### config.mk
export PLATFORM = sky130hd
export DESIGN_NAME = fifo_stream_reader
export DESIGN_NICKNAME = d
export VERILOG_FILES = /design/src/rtl/fifo_stream_reader.sv
export SDC_FILE = /design/constraint.sdc
export NUM_CORES = 1
export LEC_CHECK = 0
export ABC_CLOCK_PERIOD_IN_PS = 4000
export BUFFER_PORTS_ARGS = -buffer_cell sky130_fd_sc_hd__buf_2
export CAP_MARGIN = 5
export CORE_MARGIN = 10
export CORE_UTILIZATION = 51
export CTS_CLUSTER_DIAMETER = 30
export DETAILED_ROUTE_END_ITERATION = 8
export GPL_TIMING_DRIVEN = 0
export HOLD_SLACK_MARGIN = 0.06
export PLACE_DENSITY = 0.83
export SYNTH_ARGS = -nofsm -noshare
export SYNTH_HDL_FRONTEND = slang
export SYNTH_SLANG_ARGS = --single-unit
### constraint.sdc
create_clock -name clk -period 4 [get_ports clk]
set_clock_uncertainty 0.05 [all_clocks]
set_input_delay 0 -clock clk [delete_from_list [all_inputs] [get_ports clk]]
set_output_delay 0 -clock clk [all_outputs]
set_load 0.02 [all_outputs]
### src/rtl/fifo_stream_reader.sv
// Pulls words out of a show-ahead FIFO into a pending register and a 2-deep queue,
// presenting them as a valid/ready stream with tlast and per-packet beat counts.
module fifo_stream_reader #(
    parameter int WIDTH = 32,
    parameter int CNT_W = 16
) (
    input  logic             clk,
    input  logic             rst,
    input  logic             i_enable,
    output logic             o_fifo_r_stb,
    input  logic [WIDTH-1:0] i_fifo_r_data,
    input  logic             i_fifo_empty,
    input  logic             i_fifo_last_r,
    output logic [WIDTH-1:0] o_tdata,
    output logic             o_tvalid,
    input  logic             i_tready,
    output logic             o_tlast,
    output logic             o_busy,
    output logic [CNT_W-1:0] o_pkt_len,
    output logic             o_pkt_done
);
    localparam logic [CNT_W-1:0] CNT_MAX = '1;

    logic [WIDTH-1:0] p_data;
    logic             valid_p;
    logic [WIDTH-1:0] q_data [2];
    logic [1:0]       q_last;
    logic [1:0]       q_cnt;
    logic [CNT_W-1:0] beat_cnt;
    logic [CNT_W-1:0] beat_inc;
    logic [2:0]       occ_after;
    logic             pop;
    logic             wr_hi;

    always_comb begin
        o_tvalid  = (q_cnt != 2'd0);
        pop       = o_tvalid && i_tready;
        // occupancy of P plus Q once this cycle's pop has left
        occ_after = {1'b0, q_cnt} + {2'b00, valid_p} - {2'b00, pop};
        o_fifo_r_stb = !rst && i_enable && !i_fifo_empty && (occ_after < 3'd2);
        wr_hi     = (q_cnt == 2'd2) || ((q_cnt == 2'd1) && !pop);
        o_tdata   = q_data[0];
        o_tlast   = q_last[0];
        o_busy    = valid_p || o_tvalid;
        beat_inc  = (beat_cnt == CNT_MAX) ? beat_cnt : beat_cnt + CNT_W'(1);
    end

    always_ff @(posedge clk or posedge rst) begin
        if (rst) begin
            p_data  <= '0;
            valid_p <= 1'b0;
        end else begin
            if (o_fifo_r_stb) begin
                p_data <= i_fifo_r_data;
            end
            valid_p <= o_fifo_r_stb;
        end
    end

    // Head lives in slot 0; a pop shifts slot 1 down, and a same-edge push lands
    // in whichever slot is the tail after that shift.
    always_ff @(posedge clk or posedge rst) begin
        if (rst) begin
            q_data[0] <= '0;
            q_data[1] <= '0;
            q_last    <= '0;
            q_cnt     <= '0;
        end else begin
            if (pop) begin
                q_data[0] <= q_data[1];
                q_last[0] <= q_last[1];
            end
            if (valid_p) begin
                if (wr_hi) begin
                    q_data[1] <= p_data;
                    q_last[1] <= i_fifo_last_r;
                end else begin
                    q_data[0] <= p_data;
                    q_last[0] <= i_fifo_last_r;
                end
            end
            q_cnt <= q_cnt + {1'b0, valid_p} - {1'b0, pop};
        end
    end

    always_ff @(posedge clk or posedge rst) begin
        if (rst) begin
            beat_cnt   <= '0;
            o_pkt_len  <= '0;
            o_pkt_done <= 1'b0;
        end else begin
            o_pkt_done <= 1'b0;
            if (pop) begin
                if (o_tlast) begin
                    o_pkt_len  <= beat_inc;
                    beat_cnt   <= '0;
                    o_pkt_done <= 1'b1;
                end else begin
                    beat_cnt <= beat_inc;
                end
            end
        end
    end
endmodule
==> impl_metrics.csv <==
group,metric,value,unit
status,status,"completed",
pwr,leakagePower,0.00384,uW
clock_tree,clockBufferDepth,2,
floorplanning,die_h,130,um
logic_synthesis,yosysUniqueCellTypes,48,
logic_synthesis,synth-seq-cells,134,
worst_setup_path,crit_path_start_kind,"flop",
floorplanning,die_w,130,um
sta,maxSlewViolCount,0,
sta,hold_viol,0,
drt,ant_nets,0,
finish,drive_gt1_frac,0.368,
logic_synthesis,synth-async-reset-ratio,1.00,
placement,port_buffers,90,
worst_setup_path,slowest_delay,460,ps
floorplanning,die_area,0.0168,mm^2
clock_tree,clkSlewWorstSetupHoldPaths,60,ps
finish,final_cells,840,
worst_setup_path,cp-end-kind,"primary output",
worst_setup_path,cp.required,3950,ps
sta,setup_viol,0,
worst_setup_path,crit_arrival,3120,ps
logic_synthesis,synth_nets,574,
placement,gp_congestion,0.877,
worst_setup_path,r2r_slack,1100,ps
logic_synthesis,synth_area,0.00615,mm^2
worst_setup_path,cpMostUsedCell,"buf_2",
clock_tree,cts-root-buf,"clkbuf_16",
finish,synthToLayoutAreaGrowth,26.3,%
logic_synthesis,synth_edf_count,0,
placement,hpwl,9980,um
min_path,hp-class,"primary input to flop",
floorplanning,num_io_pins,91,
clock_tree,cts_htree_levels,4,
finish,fin_nets,721,
drt,drc_errors,0,
floorplanning,core_area,0.0119,mm^2
clock_tree,clock_latency,420,ps
clock_tree,numCtsBuffers,17,
clock_tree,clock_sinks,134,
pwr,ir_worst_vdd,0.000566,V
global_route,grt_antenna_before_repair,0,
sta,min_period_over_period,0.793,
logic_synthesis,ys_seq_area_frac,0.545,
placement,place_inst,773,
worst_setup_path,path_max_fanout,10,
drt,drt-wirelength-per-cell,17.6,um
drt,drt_iter0_markers,318,
finish,final_util,0.652,
logic_synthesis,synth_cells,533,
clock_tree,cts_tree,"built",
drt,routed_via_density,5.48,
drt,drt_wl_total,14800,um
floorplanning,num_rows,40,
drt,vias,4605,
global_route,gr-usage-all-layers,0.184,
worst_setup_path,critical-path-slowest-cell,"dfrtp_1",
sta,max_slew_margin,0.422,
logic_synthesis,synth-main-ff-cell,"dfrtp_1",
sta,worst_pin_slew,865,ps
global_route,grt_max_degree,41,
job,drv_cap,0,
sta,max_freq,315,MHz
sta,timing.final.ws_setup,830,ps
worst_setup_path,path_cells,"nor2b_1, nand2_1, o21ai_0, ha_1, fa_1, nor2_1, nand4_1, buf_2, inv_1, buf_2",
logic_synthesis,syn_area_per_cell,11.5,um^2
floorplanning,start_util,0.516,
pwr,powerDensity,734,mW/mm^2
drt,drt_pass1_iterations,5,
finish,diodes,0,
global_route,grt_pass1_wl,24400,um
global_route,grt_pass1_vias,4935,
global_route,grt_overflow,0,
clock_tree,cts_resized,0,
sta,rsz0062_at_grt,"false",
sta,tns,0,ps
worst_setup_path,critPathKind,"flop to primary output",
placement,dpl_worst_slack,1190,ps
logic_synthesis,synth_warnings,0,
sta,finalCriticalPeriod,3170,ps
[power breakdown]
group	internal, uW	switching, uW
Sequential	1880	372
Combinational	891	1070
Clock	905	592
Total	3670	2030
[state kept, by name (all words and copies together), names as in the netlist]
signal / count
o_tdata: 32
p_data: 32
q_data: 32
beat_cnt: 16
o_pkt_len: 16
q_cnt: 2
q_last: 2
o_pkt_done: 1
valid_p: 1
[cell usage after synthesis, types with 2 or more instances]
| library cell | n | share of area |
|---|---|---|
| dfrtp_1 | 134 | 0.55 |
| mux2_2 | 65 | 0.12 |
| nand2_1 | 62 | 0.038 |
| o21ai_0 | 47 | 0.038 |
| mux2i_1 | 36 | 0.059 |
| buf_4 | 33 | 0.040 |
| buf_2 | 21 | 0.017 |
| nor2_1 | 16 | 0.0098 |
| a21oi_1 | 13 | 0.011 |
| inv_1 | 12 | 0.0073 |
| nand3_1 | 9 | 0.0073 |
| nand4_1 | 8 | 0.0081 |
| a31oi_1 | 6 | 0.0061 |
| clkbuf_1 | 6 | 0.0037 |
| o211ai_1 | 5 | 0.0061 |
| xnor2_1 | 5 | 0.0071 |
| and4_1 | 4 | 0.0057 |
| nor3_1 | 4 | 0.0033 |
| or3_1 | 4 | 0.0041 |
| a31o_2 | 3 | 0.0043 |
| o21ai_1 | 3 | 0.0024 |
| or4_1 | 3 | 0.0037 |
| a41o_1 | 2 | 0.0033 |
| ha_1 | 2 | 0.0041 |
| nor2b_1 | 2 | 0.0020 |
| nor4_2 | 2 | 0.0041 |
| o21a_1 | 2 | 0.0024 |
| o31ai_1 | 2 | 0.0024 |
| o31ai_2 | 2 | 0.0041 |
| xor2_1 | 2 | 0.0028 |
[kinds of logic (layout without fill, tap and decap cells)]
logic type | count (synthesis) | count (layout) | synth area share
flip-flops | 134 | 134 | 0.545
AND/OR/NAND/NOR | 121 | 121 | 0.0979
multiplexers | 101 | 101 | 0.178
AO/OA/AOI/OAI | 94 | 94 | 0.0928
buffers and inverters | 73 | 233 | 0.0690
XOR/XNOR | 7 | 7 | 0.00997
adder cells (fa/ha/maj) | 3 | 3 | 0.00733
[layout by cell type, fill, tap and decap left out, drive strengths merged, types with 16 or more instances in the layout]
| cell type | instances |
|---|---|
| clkbuf | 28 |
| dlygate4sd3 | 35 |
| mux2i | 36 |
| buf | 147 |
| nand2 | 62 |
| o21ai | 51 |
| nor2 | 16 |
| dfrtp | 134 |
| mux2 | 65 |
[worst paths after layout]
path                               from  cells past startpoint           end
min                            i_enable                      3    p_data[28]
max reg2reg                    q_cnt[1]                      9    p_data[22]
max                            q_cnt[1]                     10  o_fifo_r_stb
max in group asynchronous           rst                      5    q_data[29]
min in group asynchronous           rst                      3    o_tdata[1]
min reg2reg                o_pkt_len[8]                      2  o_pkt_len[8]
[metal layers]
layer,vias to the layer above,GRT usage,part of all wire
met5,-,0,0
met4,0,0.0628,0.012
met3,17,0.0588,0.063
met2,140,0.311,0.50
met1,2298,0.216,0.42
li1,2150,-,-
[worst max-delay path, delay by kind of cell, from the launching register on]
kind,cells,cell delay [ps]
DFF,1,460
AOI/OAI and AO/OA,1,110
adders and majority gates,2,640
buffers and inverters,3,620
and+or+nand+nor,4,880
[through the flow]
stage | hold slack [ps] | power [uW] | cell area, um^2
after floorplan | 66.8 | 3590 | 6150
after global placement | 174 | 4060 | 6790
after detailed placement | 170 | 4190 | 6850
after CTS | 90.9 | 5730 | 7770
after global routing | 135 | 6070 | 7770
final | 125 | 5700 | 7770
[timing repair]
| item | in CTS | in global routing |
|---|---|---|
| hold buffers | 35 | 0 |
| endpoints found under the hold margin | 75 | 0 |
| buffers inserted | 0 | 0 |
[final cells by class]
type | instances | area [um^2]
well taps | 147 | 184
plain buffers | 60 | 375
fillers | 906 | 4140
clock inverters | 10 | 96.3
flip-flops and latches | 134 | 3350
inverters | 13 | 52.6
clock buffers | 22 | 474
multi-input cells | 326 | 2370
repair buffers | 128 | 861
No activity file was read; power rests on OpenSTA's default activity.
